==> src/rtl/muldiv_unit.sv <==
// Multi-cycle RV32M multiply/divide unit with valid/ready request handshake.
// Define FAST_MUL_EN for a single-cycle array multiply on MUL/MULH/MULHSU/MULHU.
module muldiv_unit #(
  parameter  int DWIDTH = 32,
  localparam int CWIDTH = $clog2(DWIDTH) + 1
) (
  input  logic              clk,
  input  logic              reset,
  input  logic              valid_i,
  output logic              ready_o,
  input  logic [2:0]        funct3_i,
  input  logic [DWIDTH-1:0] rs1_i,
  input  logic [DWIDTH-1:0] rs2_i,
  input  logic              flush_i,
  output logic              busy_o,
  output logic              valid_o,
  output logic [DWIDTH-1:0] res_o
);

  typedef enum logic [1:0] {IDLE, CALC, FIX, DONE} state_t;

  localparam logic [DWIDTH-1:0] MIN_INT = {1'b1, {(DWIDTH-1){1'b0}}};

  state_t              state, state_n;
  logic [CWIDTH-1:0]   cnt;
  logic [2*DWIDTH-1:0] acc;
  logic [DWIDTH-1:0]   opnd;
  logic [DWIDTH-1:0]   out_q;
  logic [2:0]          op_q;
  logic                neg_q;
  logic                spec_q;
  logic                valid_q;

  logic                accept;
  logic                signed_a, signed_b;
  logic                sa, sb;
  logic [DWIDTH-1:0]   mag_a, mag_b;
  logic                div_zero, ovf, special;
  logic [DWIDTH-1:0]   spec_res;
  logic                neg_n;

  assign ready_o = (state == IDLE);
  assign busy_o  = (state != IDLE);
  assign valid_o = valid_q & ~flush_i;
  assign accept  = valid_i & ready_o & ~flush_i;

  always_comb begin
    signed_a = 1'b0;
    signed_b = 1'b0;
    case (funct3_i)
      3'd0, 3'd1, 3'd4, 3'd6: begin
        signed_a = 1'b1;
        signed_b = 1'b1;
      end
      3'd2:    signed_a = 1'b1;
      default: ;
    endcase
  end

  assign sa    = signed_a & rs1_i[DWIDTH-1];
  assign sb    = signed_b & rs2_i[DWIDTH-1];
  assign mag_a = sa ? (~rs1_i + 1'b1) : rs1_i;
  assign mag_b = sb ? (~rs2_i + 1'b1) : rs2_i;
  // remainder follows the dividend sign, everything else the product sign
  assign neg_n = (funct3_i[2] & funct3_i[1]) ? sa : (sa ^ sb);

  assign div_zero = funct3_i[2] && (rs2_i == '0);
  assign ovf      = (funct3_i == 3'd4 || funct3_i == 3'd6) &&
                    (rs1_i == MIN_INT) && (rs2_i == '1);
  assign special  = div_zero | ovf;

  always_comb begin
    spec_res = '0;
    if (div_zero)
      spec_res = funct3_i[1] ? rs1_i : '1;
    else if (ovf)
      spec_res = funct3_i[1] ? '0 : MIN_INT;
  end

  // one radix-2 step: shift-add for mul, restoring shift-subtract for div
  logic [DWIDTH:0]     sum;
  logic [DWIDTH:0]     r;
  logic [DWIDTH:0]     diff;
  logic [DWIDTH-1:0]   hi_n;
  logic [2*DWIDTH-1:0] step_mul, step_div;

  always_comb begin
    sum      = {1'b0, acc[2*DWIDTH-1:DWIDTH]} +
               (acc[0] ? {1'b0, opnd} : '0);
    step_mul = {sum, acc[DWIDTH-1:1]};
    r        = {acc[2*DWIDTH-1:DWIDTH], acc[DWIDTH-1]};
    diff     = r - {1'b0, opnd};
    hi_n     = diff[DWIDTH] ? r[DWIDTH-1:0] : diff[DWIDTH-1:0];
    step_div = {hi_n, acc[DWIDTH-2:0], ~diff[DWIDTH]};
  end

  logic [2*DWIDTH-1:0] prod;
  logic [DWIDTH-1:0]   quo, rem;
  logic [DWIDTH-1:0]   fix_res;

  always_comb begin
    prod = neg_q ? (~acc + 1'b1) : acc;
    quo  = neg_q ? (~acc[DWIDTH-1:0] + 1'b1) : acc[DWIDTH-1:0];
    rem  = neg_q ? (~acc[2*DWIDTH-1:DWIDTH] + 1'b1)
                 : acc[2*DWIDTH-1:DWIDTH];
    case (op_q)
      3'd0:             fix_res = prod[DWIDTH-1:0];
      3'd1, 3'd2, 3'd3: fix_res = prod[2*DWIDTH-1:DWIDTH];
      3'd4, 3'd5:       fix_res = quo;
      default:          fix_res = rem;
    endcase
  end

  always_ff @(posedge clk or posedge reset) begin
    if (reset)
      state <= IDLE;
    else
      state <= state_n;
  end

  always_comb begin
    state_n = state;
    unique case (state)
      IDLE: begin
        if (accept) begin
          if (special)
            state_n = FIX;
`ifdef FAST_MUL_EN
          else if (!funct3_i[2])
            state_n = FIX;
`endif
          else
            state_n = CALC;
        end
      end
      CALC: if (cnt == CWIDTH'(DWIDTH-1)) state_n = FIX;
      FIX:  state_n = DONE;
      DONE: state_n = IDLE;
    endcase
    if (flush_i)
      state_n = IDLE;
  end

  always_ff @(posedge clk or posedge reset) begin
    if (reset) begin
      cnt     <= '0;
      acc     <= '0;
      opnd    <= '0;
      out_q   <= '0;
      op_q    <= '0;
      neg_q   <= 1'b0;
      spec_q  <= 1'b0;
      valid_q <= 1'b0;
      res_o   <= '0;
    end else begin
      valid_q <= 1'b0;
      if (flush_i) begin
        cnt <= '0;
      end else begin
        unique case (state)
          IDLE: if (accept) begin
            op_q   <= funct3_i;
            neg_q  <= neg_n;
            spec_q <= special;
            out_q  <= spec_res;
            cnt    <= '0;
            opnd   <= funct3_i[2] ? mag_b : mag_a;
`ifdef FAST_MUL_EN
            if (funct3_i[2])
              acc <= {{DWIDTH{1'b0}}, mag_a};
            else
              acc <= {{DWIDTH{1'b0}}, mag_a} *
                     {{DWIDTH{1'b0}}, mag_b};
`else
            acc <= {{DWIDTH{1'b0}},
                    funct3_i[2] ? mag_a : mag_b};
`endif
          end
          CALC: begin
            cnt <= cnt + 1'b1;
            acc <= op_q[2] ? step_div : step_mul;
          end
          FIX: if (!spec_q) out_q <= fix_res;
          DONE: begin
            res_o   <= out_q;
            valid_q <= 1'b1;
          end
        endcase
      end
    end
  end

endmodule
==> config.mk <==
export PLATFORM = sky130hd
export DESIGN_NAME = muldiv_unit
export DESIGN_NICKNAME = d
export VERILOG_FILES = /design/src/rtl/muldiv_unit.sv
export SDC_FILE = /design/constraint.sdc
export NUM_CORES = 1
export LEC_CHECK = 0
export BUFFER_PORTS_ARGS = -buffer_cell sky130_fd_sc_hd__buf_2
export CAP_MARGIN = 25
export CORE_UTILIZATION = 63
export DETAILED_ROUTE_END_ITERATION = 6
export PLACE_DENSITY = 0.91
export SLEW_MARGIN = 20
export SYNTH_ARGS = -nofsm -noshare
export SYNTH_HDL_FRONTEND = slang
export SYNTH_SLANG_ARGS = --single-unit
==> constraint.sdc <==
create_clock -name clk -period 7.43 [get_ports clk]
set_input_delay 1.486 -clock clk [delete_from_list [all_inputs] [get_ports clk]]
set_output_delay 1.486 -clock clk [all_outputs]
set_load 0.02 [all_outputs]
==> results.sh <==
export IMPL_r2r_start="acc[0]"
export IMPL_finalSetupViolations=0
export IMPL_slew_headroom_pct=30.1
export IMPL_grt_pass1_vias=14500
export IMPL_synth_area_leaders="dfrtp_1 28%, o21ai_0 6.8%, ha_1 5.9%"
export IMPL_nets=2150
export IMPL_clk_latency_ns=0.46
export IMPL_synthDistinctLibCells=70
export IMPL_grtUsageTotal_pct=39.7
export IMPL_power_mw=8.74
export IMPL_initial_core_util_pct=64.2
export IMPL_hpwl_um=37700
export IMPL_cts_tree="built"
export IMPL_period_needed_ns=4.66
export IMPL_startpoint_type="flop"
export IMPL_place_ws_ns=2.65
export IMPL_drv_slew=0
export IMPL_yosysWarnings=0
export IMPL_cts_made_buffers=17
export IMPL_cts_post_setup_buffers_inserted=0
export IMPL_use_met3_pct=10.8
export IMPL_setup_ws_ns=2.77
export IMPL_place_area_um2=16200
export IMPL_skew_ns=0.0203
export IMPL_antenna_found_initial=2
export IMPL_io_buffers=105
export IMPL_crit_arrival_ns=5.02
export IMPL_ys_seq_elements=174
export IMPL_drtPass1Iterations=7
export IMPL_grt_busiest_layer="met2"
export IMPL_worst_pin_slew_ns=1.05
export IMPL_hp_start="opnd[20]"
export IMPL_syn_avg_cell_area_um2=7.86
export IMPL_grt_use_met2_pct=58.7
export IMPL_die_area_um2=25400
export IMPL_wl_um=51400
export IMPL_synth_edff_count=0
export IMPL_grt_max_degree=96
export IMPL_hold_buffers=0
export IMPL_setup_tns_ns=0
export IMPL_final_common_cell="o21ai_0"
export IMPL_std_cell_rows=57
export IMPL_timing_hold_ws_ns=0.488
export IMPL_finalNonFillerCells=2340
export IMPL_root_buffer="clkbuf_16"
export IMPL_p_leak_nw=7.50
export IMPL_post_cts_resize_count=0
export IMPL_drt_first_iter_violations=2561
export IMPL_synth_ff_type="dfrtp_1"
export IMPL_syn_to_final_growth_pct=7.80
export IMPL_overflow=0
export IMPL_detail_route_antenna_nets=0
export IMPL_worstSetupPathType="flop to flop"
export IMPL_drive_gt1_share_pct=12.6
export IMPL_gp_congestion=1.01
export IMPL_hold_path_class="flop to flop"
export IMPL_finalCritPeriodShare_pct=62.7
export IMPL_boundaryPins=106
export IMPL_rsz0062_at_grt="false"
export IMPL_fp_coreArea_um2=24300
export IMPL_cts_htree_levels=4
export IMPL_ir_drop_uv=678
export IMPL_met1_usage_pct=52.1
export IMPL_post_route_util_pct=69.2
export IMPL_hold_violations=0
export IMPL_clk_pin_slew_ns=0.09
export IMPL_drc=0
export IMPL_yosysTopAreaCell="dfrtp_1"
export IMPL_async_flop_share_pct=100
export IMPL_synth_top_cell_area_share_pct=27.9
export IMPL_placed_cells=2308
export IMPL_maxCapViolCount=0
export IMPL_cts_buffer_depth=2
export IMPL_mappedNetlistArea_um2=15600
export IMPL_layout_common_cells="212 x o21ai_0, 208 x nor2_1, 200 x nand2_1"
export IMPL_end_kind="flop"
export IMPL_ys_seq_area_share_pct=27.9
export IMPL_fin_area_um2=16800
export IMPL_outcome="completed"
export IMPL_cp_required_ns=7.78
export IMPL_clock_sinks=174
export IMPL_timing_fmax_mhz=215
export IMPL_routedWlPerCell_um=21.9
export IMPL_worstPathMaxFanout=16
export IMPL_grt_pass1_wl_um=79500
export IMPL_p_per_area_nw_per_um2=519
export IMPL_synth_nets=2133
export IMPL_die_w_um=159
export IMPL_worstSetupStartpoint="acc[0]"
export IMPL_die_h_um=159
export IMPL_viasPerCell=6.86
export IMPL_n_antenna_cell=0
export IMPL_postSynthCellCount=1986
export IMPL_vias=16100
## critical path, stage by stage (launching register included)
cell and delay, ns:
dfrtp_1 0.42, clkinv_1 0.47, nor2_1 0.26, ha_1 0.30, o21ai_0 0.23, o21ai_0 0.11
a31oi_1 0.27, o21ai_0 0.26, o41ai_1 0.65, o21ai_0 0.29, a211o_1 0.38, a211oi_1 0.32
mux2i_1 0.22, nor2_1 0.05, a311o_1 0.33
## final timing paths
kind,to,cells past startpoint,slack (ns)
setup reg to reg,acc[62],14,2.77
hold reg to reg,opnd[20],2,0.49
min in group asynchronous,res_o[26],2,1.20
hold / removal,opnd[20],2,0.49
max in group asynchronous,out_q[2],3,4.98
setup / recovery,acc[62],14,2.77
## per-layer routing
layer	share of wire (%)	vias to the layer above
met1	37	7411
li1	-	7212
met4	6.7	6
met2	43	1158
met3	13	264
met5	0.23	-
## cell type report
cell class,count,area (µm²)
clock inverters,15,171
repair buffers,124,672
flip-flops and latches,174,4360
fillers,1929,7490
well taps,324,405
multi-input cells,1620,10500
clock buffers,17,425
inverters,66,253
## sequential cells by signal, summed over array words and instances (netlist names)
register / flops
valid_q: 1
acc: 64
op_q: 3
out_q: 32
res_o: 32
spec_q: 1
state: 2
neg_q: 1
cnt: 6
opnd: 32
## cells by family after synthesis
family | Yosys count | share of synthesized area (%)
XOR/XNOR | 187 | 10.5
AO/OA/AOI/OAI | 662 | 26.4
buffers and inverters | 192 | 4.77
AND/OR/NAND/NOR | 597 | 17.5
multiplexers | 98 | 6.81
flip-flops | 174 | 27.9
adder cells (fa/ha/maj) | 76 | 6.19
## power by group
part / internal, mW / total [mW] / switching (mW)
Clock: 0.453 / 0.932 / 0.479
Sequential: 1.36 / 2.00 / 0.644
Combinational: 2.26 / 5.80 / 3.54
## cell usage after synthesis, drive strengths merged, types with 12 or more instances
cell	number
a211oi	32
a21o	34
a21oi	155
a22oi	20
a31oi	32
clkbuf	116
dfrtp	174
ha	74
inv	63
mux2	65
mux2i	33
nand2	200
nand2b	22
nand3	22
nand4	12
nor2	208
nor2b	13
nor3	25
nor4	13
o211ai	16
o21a	14
o21ai	220
o221ai	15
o22ai	23
o31ai	27
o41ai	23
or2	13
or3	21
or4	19
xnor2	99
xor2	88
Power figures use the tool's default switching activity.
